### src/rtl/fmps_write_link.sv
// FMPS Aurora transmit link: queues per-FMPS status words and serialises each
// as a two-beat AXI-Stream packet. Optional header sequence number: FMPS_WRITE_LINK_SEQ_EN.
module fmps_write_link #(
  parameter int          INDEX_WIDTH  = 5,
  parameter int          FIFO_AW      = 4,
  parameter logic [15:0] HEADER_MAGIC = 16'hB6CF
) (
  input  logic                          auroraClk,
  input  logic                          auroraReset,
  input  logic                          auroraChannelUp,
  input  logic                          FAstrobe,
  input  logic                          fmpsStrobe,
  input  logic [INDEX_WIDTH-1:0]        fmpsIndex,
  input  logic [31:0]                   fmpsData,
  output logic [31:0]                   TDATA,
  output logic                          TVALID,
  output logic                          TLAST,
  input  logic                          TREADY,
  output logic [(1<<INDEX_WIDTH)-1:0]   sentBitmap,
  output logic [INDEX_WIDTH:0]          sentCounter,
  output logic [15:0]                   dupDropCount,
  output logic [15:0]                   ovfDropCount,
  output logic                          busy
);

  localparam int DEPTH = 1 << FIFO_AW;
  localparam int NBITS = 1 << INDEX_WIDTH;
  localparam int EW    = INDEX_WIDTH + 32;
  localparam logic [INDEX_WIDTH:0] CNT_MAX = {1'b1, {INDEX_WIDTH{1'b0}}};

  typedef enum logic [1:0] {IDLE, HDR, DAT} state_e;

  state_e                 state_q, state_d;
  logic [31:0]            tdata_q, tdata_d;
  logic                   tvalid_q, tvalid_d;
  logic                   tlast_q, tlast_d;
  logic [31:0]            cur_data_q, cur_data_d;
  logic [FIFO_AW:0]       wr_ptr_q, wr_ptr_d, rd_ptr_q, rd_ptr_d;
  logic [NBITS-1:0]       bitmap_q, bitmap_d, bitmap_eff;
  logic [INDEX_WIDTH:0]   sent_cnt_q, sent_cnt_d;
  logic [15:0]            dup_q, dup_d, ovf_q, ovf_d;
`ifdef FMPS_WRITE_LINK_SEQ_EN
  logic [9:0]             seq_q, seq_d;
`endif

  logic [EW-1:0]          mem_q [DEPTH];
  logic [FIFO_AW:0]       count;
  logic                   empty, full, pop, wr_en, dup_drop, ovf_drop;
  logic [EW-1:0]          head;
  logic [16:0]            ovf_sum;

  function automatic logic [31:0] make_header(input logic [INDEX_WIDTH-1:0] idx,
                                              input logic [9:0] seq);
    return {HEADER_MAGIC, 16'h0000} | (32'(idx) << 10) | 32'(seq);
  endfunction

  assign count      = wr_ptr_q - rd_ptr_q;
  assign empty      = (count == '0);
  assign full       = (count == (FIFO_AW+1)'(DEPTH));
  assign head       = mem_q[rd_ptr_q[FIFO_AW-1:0]];
  // A same-cycle FA strobe opens the new cycle before the duplicate check.
  assign bitmap_eff = FAstrobe ? '0 : bitmap_q;

  // Transmit sequencing and FIFO read side.
  always_comb begin
    // NOTE: every variable gets a default first so no path infers a latch.
    state_d    = state_q;
    tdata_d    = tdata_q;
    tvalid_d   = tvalid_q;
    tlast_d    = tlast_q;
    cur_data_d = cur_data_q;
    rd_ptr_d   = rd_ptr_q;
    sent_cnt_d = FAstrobe ? '0 : sent_cnt_q;
    pop        = 1'b0;
`ifdef FMPS_WRITE_LINK_SEQ_EN
    seq_d      = seq_q;
`endif
    if (!auroraChannelUp) begin
      state_d  = IDLE;
      tvalid_d = 1'b0;
      tlast_d  = 1'b0;
      rd_ptr_d = wr_ptr_q;
`ifdef FMPS_WRITE_LINK_SEQ_EN
      seq_d    = 10'd0;
`endif
    end else begin
      unique case (state_q)
        IDLE: pop = !empty;
        HDR: if (TREADY) begin
          tdata_d = cur_data_q;
          tlast_d = 1'b1;
          state_d = DAT;
        end
        DAT: if (TREADY) begin
          pop = !empty;
          if (!FAstrobe && sent_cnt_q != CNT_MAX)
            sent_cnt_d = sent_cnt_q + (INDEX_WIDTH+1)'(1);
`ifdef FMPS_WRITE_LINK_SEQ_EN
          seq_d = seq_q + 10'd1;
`endif
          if (empty) begin
            tvalid_d = 1'b0;
            tlast_d  = 1'b0;
            state_d  = IDLE;
          end
        end
        default: state_d = IDLE;
      endcase
      if (pop) begin
        rd_ptr_d   = rd_ptr_q + (FIFO_AW+1)'(1);
        cur_data_d = head[31:0];
`ifdef FMPS_WRITE_LINK_SEQ_EN
        tdata_d    = make_header(head[EW-1:32], seq_d);
`else
        tdata_d    = make_header(head[EW-1:32], 10'd0);
`endif
        tvalid_d   = 1'b1;
        tlast_d    = 1'b0;
        state_d    = HDR;
      end
    end
  end

  // Submission filtering, FIFO write side and drop accounting.
  always_comb begin
    dup_drop = 1'b0;
    ovf_drop = 1'b0;
    wr_en    = 1'b0;
    bitmap_d = bitmap_eff;
    if (fmpsStrobe) begin
      if (!auroraChannelUp)             ovf_drop = 1'b1;
      else if (bitmap_eff[fmpsIndex])   dup_drop = 1'b1;
      else if (full && !pop)            ovf_drop = 1'b1;
      else begin
        wr_en               = 1'b1;
        bitmap_d[fmpsIndex] = 1'b1;
      end
    end
    wr_ptr_d = wr_ptr_q + (FIFO_AW+1)'(wr_en);
    dup_d    = (dup_drop && dup_q != 16'hFFFF) ? dup_q + 16'd1 : dup_q;
    // A channel-down flush charges every discarded entry in one edge.
    ovf_sum  = {1'b0, ovf_q} + 17'(ovf_drop) + (auroraChannelUp ? 17'd0 : 17'(count));
    ovf_d    = ovf_sum[16] ? 16'hFFFF : ovf_sum[15:0];
  end

  always_ff @(posedge auroraClk or posedge auroraReset) begin
    if (auroraReset) begin
      state_q    <= IDLE;
      tdata_q    <= '0;
      tvalid_q   <= 1'b0;
      tlast_q    <= 1'b0;
      cur_data_q <= '0;
      wr_ptr_q   <= '0;
      rd_ptr_q   <= '0;
      bitmap_q   <= '0;
      sent_cnt_q <= '0;
      dup_q      <= '0;
      ovf_q      <= '0;
`ifdef FMPS_WRITE_LINK_SEQ_EN
      seq_q      <= '0;
`endif
    end else begin
      state_q    <= state_d;
      tdata_q    <= tdata_d;
      tvalid_q   <= tvalid_d;
      tlast_q    <= tlast_d;
      cur_data_q <= cur_data_d;
      wr_ptr_q   <= wr_ptr_d;
      rd_ptr_q   <= rd_ptr_d;
      bitmap_q   <= bitmap_d;
      sent_cnt_q <= sent_cnt_d;
      dup_q      <= dup_d;
      ovf_q      <= ovf_d;
`ifdef FMPS_WRITE_LINK_SEQ_EN
      seq_q      <= seq_d;
`endif
    end
  end

  // NOTE: storage is not reset; the pointers reset, so stale entries are never read.
  always_ff @(posedge auroraClk) begin
    if (wr_en) mem_q[wr_ptr_q[FIFO_AW-1:0]] <= {fmpsIndex, fmpsData};
  end

  assign TDATA        = tdata_q;
  assign TVALID       = tvalid_q;
  assign TLAST        = tlast_q;
  assign sentBitmap   = bitmap_q;
  assign sentCounter  = sent_cnt_q;
  assign dupDropCount = dup_q;
  assign ovfDropCount = ovf_q;
  assign busy         = !empty || (state_q != IDLE);

endmodule

### config.mk
export PLATFORM = sky130hd
export DESIGN_NAME = fmps_write_link
export DESIGN_NICKNAME = d
export VERILOG_FILES = /design/src/rtl/fmps_write_link.sv
export SDC_FILE = /design/constraint.sdc
export NUM_CORES = 1
export LEC_CHECK = 0
export BUFFER_PORTS_ARGS = -buffer_cell sky130_fd_sc_hd__buf_2
export CORE_MARGIN = 2
export CORE_UTILIZATION = 43
export CTS_BUF_LIST = sky130_fd_sc_hd__clkbuf_4 sky130_fd_sc_hd__clkbuf_8
export DETAILED_ROUTE_END_ITERATION = 10
export GPL_ROUTABILITY_DRIVEN = 0
export PLACE_DENSITY_LB_ADDON = 0.12
export SKIP_CTS_REPAIR_TIMING = 1
export SYNTH_ARGS = -nofsm -noshare
export SYNTH_HDL_FRONTEND = slang
export SYNTH_SLANG_ARGS = --single-unit
### constraint.sdc
create_clock -name auroraClk -period 7.3 [get_ports auroraClk]
set_input_delay 0.365 -clock auroraClk [delete_from_list [all_inputs] [get_ports auroraClk]]
set_output_delay 0.365 -clock auroraClk [all_outputs]
set_load 0.005 [all_outputs]
# Word-level counts from Yosys, hierarchy flattened
# Memory sizes are Yosys's and may differ from the RTL's.
# Cells that the tools add are included.
# totals
regBits	148
mem_bits_rw	592
in_bits	43
out_inout_bits	105
word_cells	107
n_memories	1
# classes
n_addsub	7
order_cmp	2
n_eq_ne	14
mux	53
bitwise_logic	1
reduce_logical	18
# mem_list
memory	words	width	read_ports	rd_clocked_by_memory_dff	write_ports	line_no	source
mem_q	16	37	1	0	1	46	logic [EW-1:0] mem_q [DEPTH];
# ops
op	count
$mux 32	8
$or 32x32->32	1
$mux 6	5
$mux 1	26
$add 16x1->17	1
$add 17x5->17	1
$add 16x1->16 const B	1
$mux 16	1
$ne 16x16->1 const B	1
$mux 5	3
$ne 4x4->1 const B	3
$mux 2	5
$ne 3x1->1 const B	3
$reduce_and 4->1	2
$add 6x1->6 const B	1
$lt 5x6->1 const B	1
$ne 6x6->1 const B	1
$pmux 2 s3	1
$reduce_and 3->1	2
$reduce_bool 2->1	3
$add 5x1->5	1
$add 5x1->5 const B	1
$bmux 1 s5	1
$demux 1 s5	1
other kinds (15)	21

# Logic depth before layout (Yosys ltp)
# Gate-level depths: netlist of run 1.
# depth
ltp_word	16
depth_mapped	18
ltp_nobuf	17

# Worst setup path before layout of run 1
# OpenSTA, ideal clock, no wires.
# synth_path
kind	register -> register
from	register rd_ptr_q[1]
to	memory mem_q[10][0] (netlist name) (enable)
setup_ps	537
t_arrival_ps	6759
required_time_ps	6763
slack_ps	4
path_stages_with_launch	13
n_path_buf	4
synth_period_minus_slack_ps	7296
path_cell_list	dfrtp_1 -> clkbuf_1 -> buf_1 -> inv_1 -> fa_1 -> xor2_1 -> and4b_1 -> nor2_1 -> a211oi_1 -> or3_1 -> clkbuf_1 -> buf_6 -> nor4b_1
# synth_between
elab_chain_len	15
elab_cells_between_ends	16
classes_between	add/sub: 1; eq/ne: 1; mux: 10; reduce/logical: 4
# synth_lines
item	line_no	source
start, declared	38	logic [FIFO_AW:0] wr_ptr_q, wr_ptr_d, rd_ptr_q, rd_ptr_d;
start signal, assigned	169	rd_ptr_q <= rd_ptr_d;
$sub 5x5->5 (*)	57	assign count = wr_ptr_q - rd_ptr_q;
$logic_not 5->1	58	assign empty = (count == '0);
$logic_not 1->1	88, 95	
$mux 1	94	DAT: if (TREADY) begin
$pmux 1 s2	87	unique case (state_q)
$mux 1 (2 in series)	78	if (!auroraChannelUp) begin
$logic_not 1->1	133	else if (full && !pop) ovf_drop = 1'b1;
$logic_and 1x1->1 (*)	133	
$mux 1 (*)	133	
$mux 1 (*)	132	else if (bitmap_eff[fmpsIndex]) dup_drop = 1'b1;
$mux 1 (*)	131	if (!auroraChannelUp) ovf_drop = 1'b1;
$mux 1 (*)	130	if (fmpsStrobe) begin
$mux 1 (*)	182	if (wr_en) mem_q[wr_ptr_q[FIFO_AW-1:0]] <= {fmpsIndex, fmpsData};
$mux 1 (implied by the code) (*)	182	
end, declared	46	
# Every way passes the cells marked *; elsewhere a longest branch is shown, timed or not. The select of a mux whose other input is x is not followed.

# Worst setup path after layout of run 1
# layout_path
from	register rd_ptr_q[1]
to	register ovf_q[7] (netlist: ovfDropCount[7])
# layout_between
elab_chain_len	16
elab_cells_between_ends	18
classes_between	add/sub: 3; eq/ne: 1; mux: 10; reduce/logical: 4
# layout_lines
item	line_no	source
$sub 5x5->5 (*)	57	
$logic_not 5->1	58	
$logic_not 1->1	88, 95	
$mux 1	94	
$pmux 1 s2	87	
$mux 1 (2 in series)	78	
$logic_not 1->1	133	
$logic_and 1x1->1	133	
$mux 1	133	
$mux 1	132	
$mux 1	131	
$mux 1	130	
$add 16x1->17	142	ovf_sum = {1'b0, ovf_q} + 17'(ovf_drop) + (auroraChannelUp ? 17'd0 : 17'(count));
$add 17x5->17 (*)	142	
$mux 16 (*)	143	ovf_d = ovf_sum[16] ? 16'hFFFF : ovf_sum[15:0];
net ovf_d[7]	41	logic [15:0] dup_q, dup_d, ovf_q, ovf_d;
end signal, assigned	173	ovf_q <= ovf_d;
end, declared	41	
# Mark *: on every way through the listed nets, which the timed path passes. The rest lies on a longest branch. The select of a mux whose other input is x is not followed.
# A chain may end at the register's enable or synchronous reset.

==> metrics.md, run 1 <==
| Metric | Value |
|---|---|
| Run status | completed |
| Number of antenna violations at the first check in global routing | 2 |
| Final hold violation count | 0 |
| Max IR drop VDD | about 0.2 mV |
| GRT Overall Usage | between 10% and 20% |
| Seq cells post-synth | 740 |
| Most used routing layer in global routing | met2 |
| Worst-Skew Late Latency | around 0.73 ns |
| R2R Setup Slk | approximately 2.0 ns |
| Clk Tree Root Cell | clkbuf_8 |
| Clock power share | a little under a third |
| Slew HR | around 30% |
| Crit share post-route | approximately 73% |
| H-tree levels | 3 |
| Met2 usage | just over 30% |
| Post-Synth Adder-Cell Area | less than 1% |
| Seq/Total Area, Yosys | approximately three quarters |
| Layout cells sized above 1 | between 30% and 40% |
| Combinational Power Share | between 20 and 30% |
| RR Endpoint | ovfDropCount[7]$_DFF_PP0_ |
| FF-to-FF Start | rd_ptr_q[1]$_DFFE_PP0P_ |
| Area share of the largest cell type after synthesis | between 60% and 70% |
| PwrDens | 357 nW/µm² |
| Placement Cell Area | approximately 31,000 µm² |
| Mapped cell area | 29,300 µm² |
| DRC violations left | 0 |
| XOR/XNOR share of the synthesized area | 0.956% |
| Largest net degree at the start of global routing | between 70 and 80 |
| Final setup violation count | 0 |
| Worst-path fanout max | 37 |
| RSZ-0062 raised after global routing | false |
| Leak | 12.1 nW |
| Num ports | ~150 |
| Synth cell types | 50 |
| First-pass GRT wire length | 101 mm |
| Total clock sinks | 740 |
| Sequential share of power | roughly 43% |
| Crit end category | flip-flop |
| Die Y | ~270 µm |
| Main area contributors after synthesis | edfxtp_1, mux4_2, dfrtp_1 |
| Met3 usage | 3.44% |
| Hold Crit Depth | 1 |
| Internal power | ~8.6 mW |
| Grt total ovfl | 0 |
| Met1 usage | ~27% |
| Worst Hold Class | in -> reg |
| FP Rows | 95 |
| Mux share of post-synthesis cell area | roughly 15% |
| Final net count | around 1,900 |
| PortBufs | about 150 |
| Post-synth ARST share | ~20% |
| CTS buffer count | between 100 and 150 |
| Post-synthesis compound-gate area fraction | 2.80% |
| Routed Wire Length | roughly 67 mm |
| Type of origin of the critical path | flip-flop |
| Clk pin slew, worst setup/hold paths | ~0.060 ns |
| Least-Margin Pin Slew | around 1.0 ns |
| Number of global-route vias before repair | 16,100 |
| Fin Setup TNS | 0 ns |
| Initial DRC Count | around 1,300 |
| CP required | between 7 and 8 ns |
| Gate Count Post-Synth | roughly 1,600 |
| Tmin final | approximately 5.3 ns |
| Initial Util | 43.5% |
| Number of synthesized flops with an enable pin | ~600 |
| Buffer depth of the longest clock path | 3 |
| Post-route cell area | approximately 34,000 µm² |
| Die X-Extent | ~270 µm |
| MaxCap Viol Count | 0 |
| DIE AREA | ~70,000 µm² |
| Sw power | about 3.5 mW |
| Ys flop type | edfxtp_1 |
| DR WL/cell | 23.8 µm |
| Syn. warnings | 0 |
| Synth area leader | edfxtp_1 |
| Area growth syn-to-layout | 16.1% |
| Worst Hold End | mem_q[2][8]$_DFFE_PP_ |
| Main combinational cell family by area after synthesis | multiplexers |
| R2R depth | 15 |
| Syn nets | 1,659 |
| Max Clock Skew | 0.0417 ns |
| First drt pass iteration count | 7 |
| Sw Share | about 29% |
| Number of vias per cell | 5.51 |
| FMAX | about 190 MHz |
| Slew Limit Fails | 0 |
| Worst Min Path Start | fmpsData[8] |
| Most common cell after layout, fill and taps aside | edfxtp_1 |
| Routed via count | roughly 16,000 |
| Core Region | about 67,000 µm² |
| Simple-gate share of the synthesized area | around 5.4% |
| CP Class | reg -> reg |
| Arr. time, crit path | between 5 and 6 ns |
| DP HPWL | ~36 mm |
| CTS tree | built |
| Antenna viol nets, final | 0 |
| Avg Inst Size Synth | roughly 18 µm² |
| Most frequent cells in the layout | edfxtp_1, mux4_2, nand2_1 |
==> critical path: stages, from the launching register on <==
cell	delay [ns]
dfrtp_4	0.80
inv_1	0.33
fa_1	0.57
nand3b_1	0.19
a211oi_1	0.25
nor2_1	0.11
o41ai_1	0.35
nand2_1	0.13
fa_1	0.41
fa_1	0.39
nor2b_1	0.14
o21ai_0	0.11
a21boi_0	0.55
o2111ai_1	0.56
nand2_1	0.22
mux2_2	0.16
==> cells by family after synthesis <==
logic type	after synthesis
DFF	740
and+or+nand+nor	343
muxes	208
buffers and inverters	136
AOI/OAI and AO/OA	123
xor gates and xnor gates	32
adders and majority gates	17
==> sequential cells by signal (all words and copies together), names as in the netlist <==
name          flops
cur_data_q       32
TLAST             1
state_q           2
sentCounter       6
wr_ptr_q          5
sentBitmap       32
dupDropCount     16
rd_ptr_q          5
TVALID            1
mem_q           592
ovfDropCount     16
TDATA            32
==> per-stage QoR <==
step | utilization [%] | std cells | hold WS, ns | worst slack, ns | total power, mW
floorplan | - | 1599 | 0.445 | 0.00358 | 7.49
global placement | 46.3 | 2571 | 0.461 | 1.56 | 8.44
detailed placement | 46.3 | 2571 | 0.462 | 1.53 | 8.47
CTS | 50.2 | 2796 | -0.232 | 1.95 | 12.3
global route | 50.5 | 2817 | 0.00117 | 1.58 | 12.8
finish | 50.5 | 2817 | 0.0282 | 1.98 | 12.1
==> layer usage <==
metal  wire, µm  share of wire [%]
met5         11              0.016
met3       3610                5.4
met4       1510                2.3
met1      29700                 44
met2      32300                 48
==> cell usage after synthesis (15+ instances only) <==
cell type,number
mux4_2,183
inv_1,53
edfxtp_1,592
clkbuf_1,55
buf_1,21
nor2_1,48
xnor2_1,21
nand2_1,183
mux2i_1,19
a21oi_1,29
o21ai_0,30
o32ai_1,32
nor3_1,15
nand3_1,23
dfrtp_1,148
==> final cells by class <==
class | instances | area (µm²)
multi-input cells | 723 | 7430
fillers | 5542 | 33400
clock buffers | 184 | 2190
flip-flops and latches | 740 | 21500
repair buffers | 202 | 1210
well taps | 873 | 1090
inverters | 53 | 204
diodes | 1 | 2.50
clock inverters | 41 | 407
==> power groups by stage <==
stage	clock (mW)	sequential, mW	combinational, mW
after floorplan	0	5.20	2.29
after global placement	0	5.33	3.11
after detailed placement	0	5.34	3.13
after CTS	3.91	5.26	3.14
after global routing	4.09	5.30	3.37
final	3.80	5.26	3.08
==> worst max-delay path by stage <==
stage	to	slack, ns	startpoint
2_1_floorplan	mem_q[10][0]$_DFFE_PP_	0.004	rd_ptr_q[1]$_DFFE_PP0P_
3_3_place_gp	ovfDropCount[7]$_DFF_PP0_	1.56	fmpsIndex[0]
3_5_place_dp	ovfDropCount[7]$_DFF_PP0_	1.53	fmpsIndex[0]
4_1_cts	ovfDropCount[7]$_DFF_PP0_	1.95	rd_ptr_q[1]$_DFFE_PP0P_
5_1_grt	ovfDropCount[7]$_DFF_PP0_	1.58	rd_ptr_q[1]$_DFFE_PP0P_
6_report	ovfDropCount[7]$_DFF_PP0_	1.98	rd_ptr_q[1]$_DFFE_PP0P_
No activity file was read; power rests on OpenSTA's default activity.
==> inputs of run 2 (changes only) <==
ABC_AREA = 1   (was unset)
clock period = 5.2 ns   (was 7.3 ns; I/O delays follow)
==> run 2 against run 1 <==
  * The flow now finishes with violations (negative hold slack)
  * Clock power is 32% higher
  * Synthesized cell count is 63% higher
  * Cell count is 36% higher
  * Sequential power is 38% higher
  * Combinational power is 90% higher
  * Sequential cell count stayed put
  * Fmax is 20% higher
==> metrics.md, run 2 <==
| Metric | Value |
|---|---|
| Least-Margin Pin Slew | 1.16 ns (+0.110 ns) |
| Die Y | 269 µm (+1.5%) |
| Routed Wire Length | 82.0 mm (+22%) |
| CTS tree | built |
| FMAX | 226 MHz (+20%) |
| Mapped cell area | 30,200 µm² (+3.0%) |
| Worst-path fanout max | 15 (-59%) |
| Setup ws final | 0.766 ns (-1.21 ns) |
| Ys flop type | edfxtp_1 |
| Final hold violation count | 1 (+1) |
| PwrDens | 520 nW/µm² (+46%) |
| Flip-flop count of the largest register after layout | 592 (unchanged) |
| Main area contributors after synthesis | edfxtp_1, dfrtp_1, nor2_1 |
| Area share of the largest cell type after synthesis | 58.9% (-1.8 points) |
| Slew HR | 22.6% (-7.5 points) |
| Fin Setup TNS | 0 ns (unchanged) |
| Met2 wire length | 37.8 mm (+17%) |
| Total clock sinks | 740 (unchanged) |
| Type of origin of the critical path | flip-flop |
| Final Util | 49.9% (-0.55 points) |
| Hold Worst Slack | -0.00812 ns (-0.0364 ns) |
| Max IR drop VDD | 0.337 mV (+67%) |
| Worst Hold Class | in -> reg |
| Final setup violation count | 0 (unchanged) |
| Initial DRC Count | 1,897 (+44%) |
| Most numerous cell in the Yosys netlist | edfxtp_1 |
| Antenna viol nets, final | 0 (unchanged) |
| DR top layer | met5 |
| Post-place setup slack | 0.741 ns (-0.793 ns) |
| DR WL/cell | 21.3 µm (-11%) |
| Clk Tree Root Cell | clkbuf_8 |
| Tmin final | 4.43 ns (-0.891 ns) |
| Crit share post-route | 85.3% (+12 points) |
| Seq cells post-synth | 740 (unchanged) |
| Arr. time, crit path | 5.06 ns (-0.92 ns) |
| GRT Overall Usage | 22.6% (+3.3 points) |
| RSZ-0062 raised after global routing | false |
| Num ports | 148 (unchanged) |
| Largest net degree at the start of global routing | 177 (+120%) |
| Gate Count Post-Synth | 2,606 (+63%) |
| Crit-path cells | inv_1 > ha_1 > inv_1 > fa_1 > xnor2_1 > nand2_1 > nor2_1 > o211ai_1 > o21ai_0 > nand2_1 > fa_1 > fa_1 > nand3b_1 > nand2_1 > nand2_1 > nand2_1 > and3_1 > nand4_1 > nand3_1 |
| Violated checks | negative hold slack |
| Die X-Extent | 269 µm (+1.5%) |
| Met3 routed WL | 5.54 mm (+53%) |
| M1 WL | 37.0 mm (+24%) |
| Number of global-route vias before repair | 20,000 (+24%) |
| Final net count | 2,863 (+51%) |
| Slowest stage delay, CP | 0.52 ns (-0.28 ns) |
| CP dominant cell by count | nand2_1 |
| Post-synth ARST share | 20.0% (unchanged) |
| CTS buffer count | 121 (+1.7%) |
| Number of vias per cell | 5.43 (-1.4%) |
| DRC violations left | 0 (unchanged) |
| Post-route cell area | 34,900 µm² (+2.4%) |
| Most common cell after layout, fill and taps aside | edfxtp_1 |
| Slowest stage cell, crit path | nand4_1 |
| Number of synthesized flops with an enable pin | 592 (unchanged) |
| Run status | complete, but fails checks |
| Slew Limit Fails | 0 (unchanged) |
| Seq/Total Area, Yosys | 71.1% (-2.1 points) |
| DP HPWL | 44.1 mm (+22%) |
| H-tree levels | 3 (unchanged) |
| Leak | 13.0 nW (+8.2%) |
| CP required | 5.83 ns (-2.13 ns) |
| Placement Cell Area | 32,000 µm² (+2.6%) |
| FP Rows | 97 (+2.1%) |
| Syn nets | 2,666 (+61%) |
| PortBufs | 147 (unchanged) |
| Crit end category | flip-flop |
| Core Region | 69,800 µm² (+3.5%) |
| Grt total ovfl | 0 (unchanged) |
| Area growth syn-to-layout | 15.4% |
| Worst-Skew Late Latency | 0.73 ns (about the same) |
| Syn. warnings | 0 (unchanged) |
| Synth top cells by count | edfxtp_1, nor2_1, nand2_1 |
| Max Clock Skew | 0.0321 ns (-0.00955 ns) |
| Buffer depth of the longest clock path | 3 (unchanged) |
| First drt pass iteration count | 6 (-1) |
| MaxCap Viol Count | 0 (unchanged) |
| Synth area leader | edfxtp_1 |
| Number of antenna violations at the first check in global routing | 5 (+3) |
| Synth cell types | 38 (-24%) |
| CP Class | reg -> reg |
| First-pass GRT wire length | 122 mm (+21%) |
| DIE AREA | 72,400 µm² (+2.9%) |
| Layout cells sized above 1 | 14.9% (-17 points) |
| Clk pin slew, worst setup/hold paths | 0.06 ns (about the same) |
| Initial Util | 43.3% (-0.24 points) |
| Most frequent cells in the layout | edfxtp_1, nor2_1, nand2_1 |
| Routed via count | 20,900 (+34%) |
| Avg Inst Size Synth | 11.6 µm² (-37%) |
[run 2: cell types whose count changed after synthesis, sizes merged, moves of 20 or more]
cell    delta
nand3    +135
inv       +31
o22ai     +84
nand2    +230
nor2     +422
mux4     -183
o32ai     -32
o21ai    +298
clkbuf    +57
o221ai    +50
o211ai    +27
a21oi     -20
[run 2: where the power goes]
group / switching, mW / internal [mW]
Clock: 2.27 / 2.74
Combinational: 4.19 / 1.65
Sequential: 0.276 / 7.00
[run 2: area by class of cell]
class / count / area (µm²)
fill: 6261 / 34900
sequential: 740 / 21500
multi-input combinational: 1628 / 7870
clock buffer: 185 / 2210
timing repair buffer: 227 / 1560
tap: 940 / 1180
inverter: 85 / 333
clock inverter: 38 / 208
antenna: 1 / 2.50
[run 2: cells by family (layout without fill, tap and decap cells)]
group / count (synthesis) / in the layout / share of synthesized area [%]
xor+xnor: 24 / 24 / 0.696
simple gates: 1079 / 1079 / 14.5
flops: 740 / 740 / 71.1
buf+inv: 238 / 535 / 3.22
fa+ha+maj: 17 / 17 / 0.779
other cells: 0 / 1 / 0
compound gates: 508 / 508 / 9.68
[run 2: worst max-delay path: cells and delay by family (launching register included)]
kind,cells,cell delay [ns]
and+or+nand+nor,10,1.78
adders and majority gates,4,1.38
DFF,1,0.42
AOI/OAI and AO/OA,2,0.33
xor gates and xnor gates,1,0.26
buffers and inverters,2,0.16
[run 2: through the flow]
stage | power, mW | instances
after floorplan | 11.0 | 2606
after global placement | 13.1 | 3580
after detailed placement | 13.2 | 3580
after CTS | 18.2 | 3803
after global routing | 19.2 | 3844
final | 18.1 | 3844
[run 2: final timing paths]
kind	start	endpoint	slack, ns	cells past startpoint
max	wr_ptr_q[0]$_DFF_PP0_	ovfDropCount[10]$_DFF_PP0_	0.77	19
min	fmpsStrobe	ovfDropCount[0]$_DFF_PP0_	-0.008	4
max reg2reg	wr_ptr_q[0]$_DFF_PP0_	ovfDropCount[10]$_DFF_PP0_	0.77	19
min reg2reg	cur_data_q[12]$_DFFE_PP0P_	cur_data_q[12]$_DFFE_PP0P_	0.48	2
max in group asynchronous	auroraReset	rd_ptr_q[0]$_DFFE_PP0P_	3.59	4
min in group asynchronous	auroraReset	dupDropCount[9]$_DFFE_PP0P_	0.21	3
[run 2: layer usage]
metal / up-vias / track usage [%]
li1: 9671 / -
met1: 10400 / 32.2
met2: 709 / 35.7
met3: 149 / 3.82
met4: 4 / 6.89
met5: - / 0
==> inputs of run 3 (changes only) <==
CORE_ASPECT_RATIO = 1.25   (was unset)
CORE_UTILIZATION = 61   (was 43)
==> run 3 against run 2 <==
  * The run now ends clean
  * Critical path type unchanged
  * Clock skew increased by 0.013 ns
  * Via count increased by 2.1%
  * Final area decreased by 1.5%
  * Global-route usage increased by 7.0 points
  * Largest cell class unchanged
==> metrics.md, run 3 (synthesized netlist as in run 2, its figures left out) <==
| Metric | Value |
|---|---|
| DP HPWL | 41.3 mm (-6.2%) |
| Multi-input logic area | 7870 µm² (unchanged) |
| Fill count | 3,497 (-44%) |
| Worst-path fanout max | 15 (unchanged) |
| PwrDens | 514 nW/µm² (-1.2%) |
| CP Class | reg -> reg |
| H-tree levels | 3 (unchanged) |
| GRT Overall Usage | 29.6% (+7.0 points) |
| Reg area | 21,500 µm² (unchanged) |
| Final net count | 2,849 (-0.49%) |
| Crit share post-route | 84.7% (-0.59 points) |
| Final Util | 69.9% (+20 points) |
| Clk Tree Root Cell | clkbuf_8 |
| Met3 routed WL | 5.97 mm (+7.9%) |
| Number of antenna violations at the first check in global routing | 1 (-4) |
| Tmin final | 4.40 ns (-0.0307 ns) |
| Initial Util | 61.5% (+18 points) |
| FP Rows | 91 (-6.2%) |
| Core Region | 49,100 µm² (-30%) |
| Crit end category | flip-flop |
| RSZ-0062 raised after global routing | false |
| Most common cell after layout, fill and taps aside | edfxtp_1 |
| Least-Margin Pin Slew | 1.09 ns (-0.0678 ns) |
| Worst Hold Class | in -> reg |
| Initial DRC Count | 2,285 (+20%) |
| Antenna viol nets, final | 0 (unchanged) |
| Grt total ovfl | 0 (unchanged) |
| Final setup violation count | 0 (unchanged) |
| CTS buffer count | 110 (-9.1%) |
| Num ports | 148 (unchanged) |
| Area growth syn-to-layout | 13.7% |
| Number of vias per cell | 6.03 (+11%) |
| First drt pass iteration count | 8 (+2) |
| Routed via count | 21,300 (+2.1%) |
| Max IR drop VDD | 0.596 mV (+77%) |
| Met2 wire length | 37.6 mm (-0.42%) |
| Slew HR | 26.8% (+4.3 points) |
| First-pass GRT wire length | 116 mm (-5.5%) |
| DRC violations left | 0 (unchanged) |
| Die Y | 253 µm (-6.0%) |
| Leak | 12.9 nW (-0.74%) |
| DR top layer | met4 |
| CP required | 5.82 ns (about the same) |
| FMAX | 227 MHz (+0.70%) |
| Worst-Skew Late Latency | 0.73 ns (about the same) |
| M1 WL | 29.8 mm (-19%) |
| DIE AREA | 51,300 µm² (-29%) |
| Max Clock Skew | 0.0456 ns (+0.0135 ns) |
| Fin Setup TNS | 0 ns (unchanged) |
| Run status | completed |
| Flip-flop count of the largest register after layout | 592 (unchanged) |
| Buffer depth of the longest clock path | 3 (unchanged) |
| Type of origin of the critical path | flip-flop |
| MaxCap Viol Count | 0 (unchanged) |
| CTS tree | built |
| Arr. time, crit path | 5.03 ns (-0.03 ns) |
| PortBufs | 147 (unchanged) |
| DR WL/cell | 21.4 µm (+0.39%) |
| Number of global-route vias before repair | 20,600 (+3.2%) |
| Slew Limit Fails | 0 (unchanged) |
| Clk pin slew, worst setup/hold paths | 0.06 ns (about the same) |
| Die X-Extent | 203 µm (-25%) |
| Layout cells sized above 1 | 14.4% (-0.50 points) |
| Routed Wire Length | 75.7 mm (-7.6%) |
| Final hold violation count | 0 (-1) |
| Most frequent cells in the layout | edfxtp_1, nor2_1, nand2_1 |
| Largest net degree at the start of global routing | 228 (+29%) |
| Total clock sinks | 740 (unchanged) |
run 3: changes by cell type in the layout (fill, tap and decap cells not counted), moves of 2 or more:
cell	delta
clkbuf_4	-5
buf_12	+2
dlygate4sd3_1	-2
inv_8	-3
clkbuf_8	-11
buf_4	-3
run 3: final cells by class:
| class | count | area share [%] |
|---|---|---|
| flip-flops and latches | 740 | 62.6 |
| clock inverters | 40 | 0.682 |
| multi-input cells | 1628 | 22.9 |
| clock buffers | 169 | 5.88 |
| diodes | 1 | 0.00729 |
| repair buffers | 224 | 4.54 |
| well taps | 651 | 2.37 |
| inverters | 85 | 0.962 |
run 3: path summary, 6_finish.rpt:
| kind | startpoint | endpoint | slack [ns] | cells past startpoint |
|---|---|---|---|---|
| hold / removal | fmpsIndex[2] | mem_q[14][34]$_DFFE_PP_ | 0.005 | 1 |
| hold reg to reg | TVALID$_DFFE_PP0P_ | TVALID$_DFFE_PP0P_ | 0.48 | 2 |
| setup reg to reg | wr_ptr_q[0]$_DFF_PP0_ | ovfDropCount[5]$_DFF_PP0_ | 0.80 | 19 |
| setup / recovery | wr_ptr_q[0]$_DFF_PP0_ | ovfDropCount[5]$_DFF_PP0_ | 0.80 | 19 |
| min in group asynchronous | auroraReset | dupDropCount[13]$_DFFE_PP0P_ | 0.26 | 3 |
| max in group asynchronous | auroraReset | TDATA[29]$_DFFE_PP0P_ | 3.71 | 4 |
run 3: worst max-delay path: stages (launching register included):
cell      delay (ns)
dfrtp_1         0.43
inv_1           0.10
ha_1            0.15
inv_1           0.06
fa_1            0.40
xnor2_1         0.22
nand2_1         0.07
nor2_1          0.18
o211ai_1        0.13
o21ai_0         0.19
nand2_1         0.09
fa_1            0.41
fa_1            0.41
nand3b_1        0.19
nand2_1         0.08
nand2_1         0.07
nand2_1         0.08
and3_1          0.23
nand4_1         0.52
nand3b_1        0.30
run 3: report_power, final:
part           total [mW]  leakage, nW  switching, mW  internal [mW]
logic                5.60         4.51           3.95           1.64
registers            7.29         7.24          0.297           7.00
clock network        4.76         1.20           2.19           2.57
run 3: stage by stage:
stage / setup WS, ns / hold WS [ns] / cell area, µm² / cells / total power [mW]
final: 0.797 / 0.00520 / 34300 / 3538 / 17.6
after global routing: 0.422 / 0.00212 / 34300 / 3538 / 18.6
after CTS: 0.832 / -0.276 / 33900 / 3499 / 17.6
after detailed placement: 0.783 / 0.464 / 31700 / 3290 / 12.9
after global placement: 0.949 / 0.454 / 31700 / 3290 / 12.7
after floorplan: 0.897 / 0.323 / 30200 / 2606 / 11.0
run 3: routing by layer:
layer	track usage (%)	vias to the layer above
met1	38.5	10500
met4	12.3	0
met2	49.8	1023
met3	5.03	189
met5	0	-
li1	-	9627
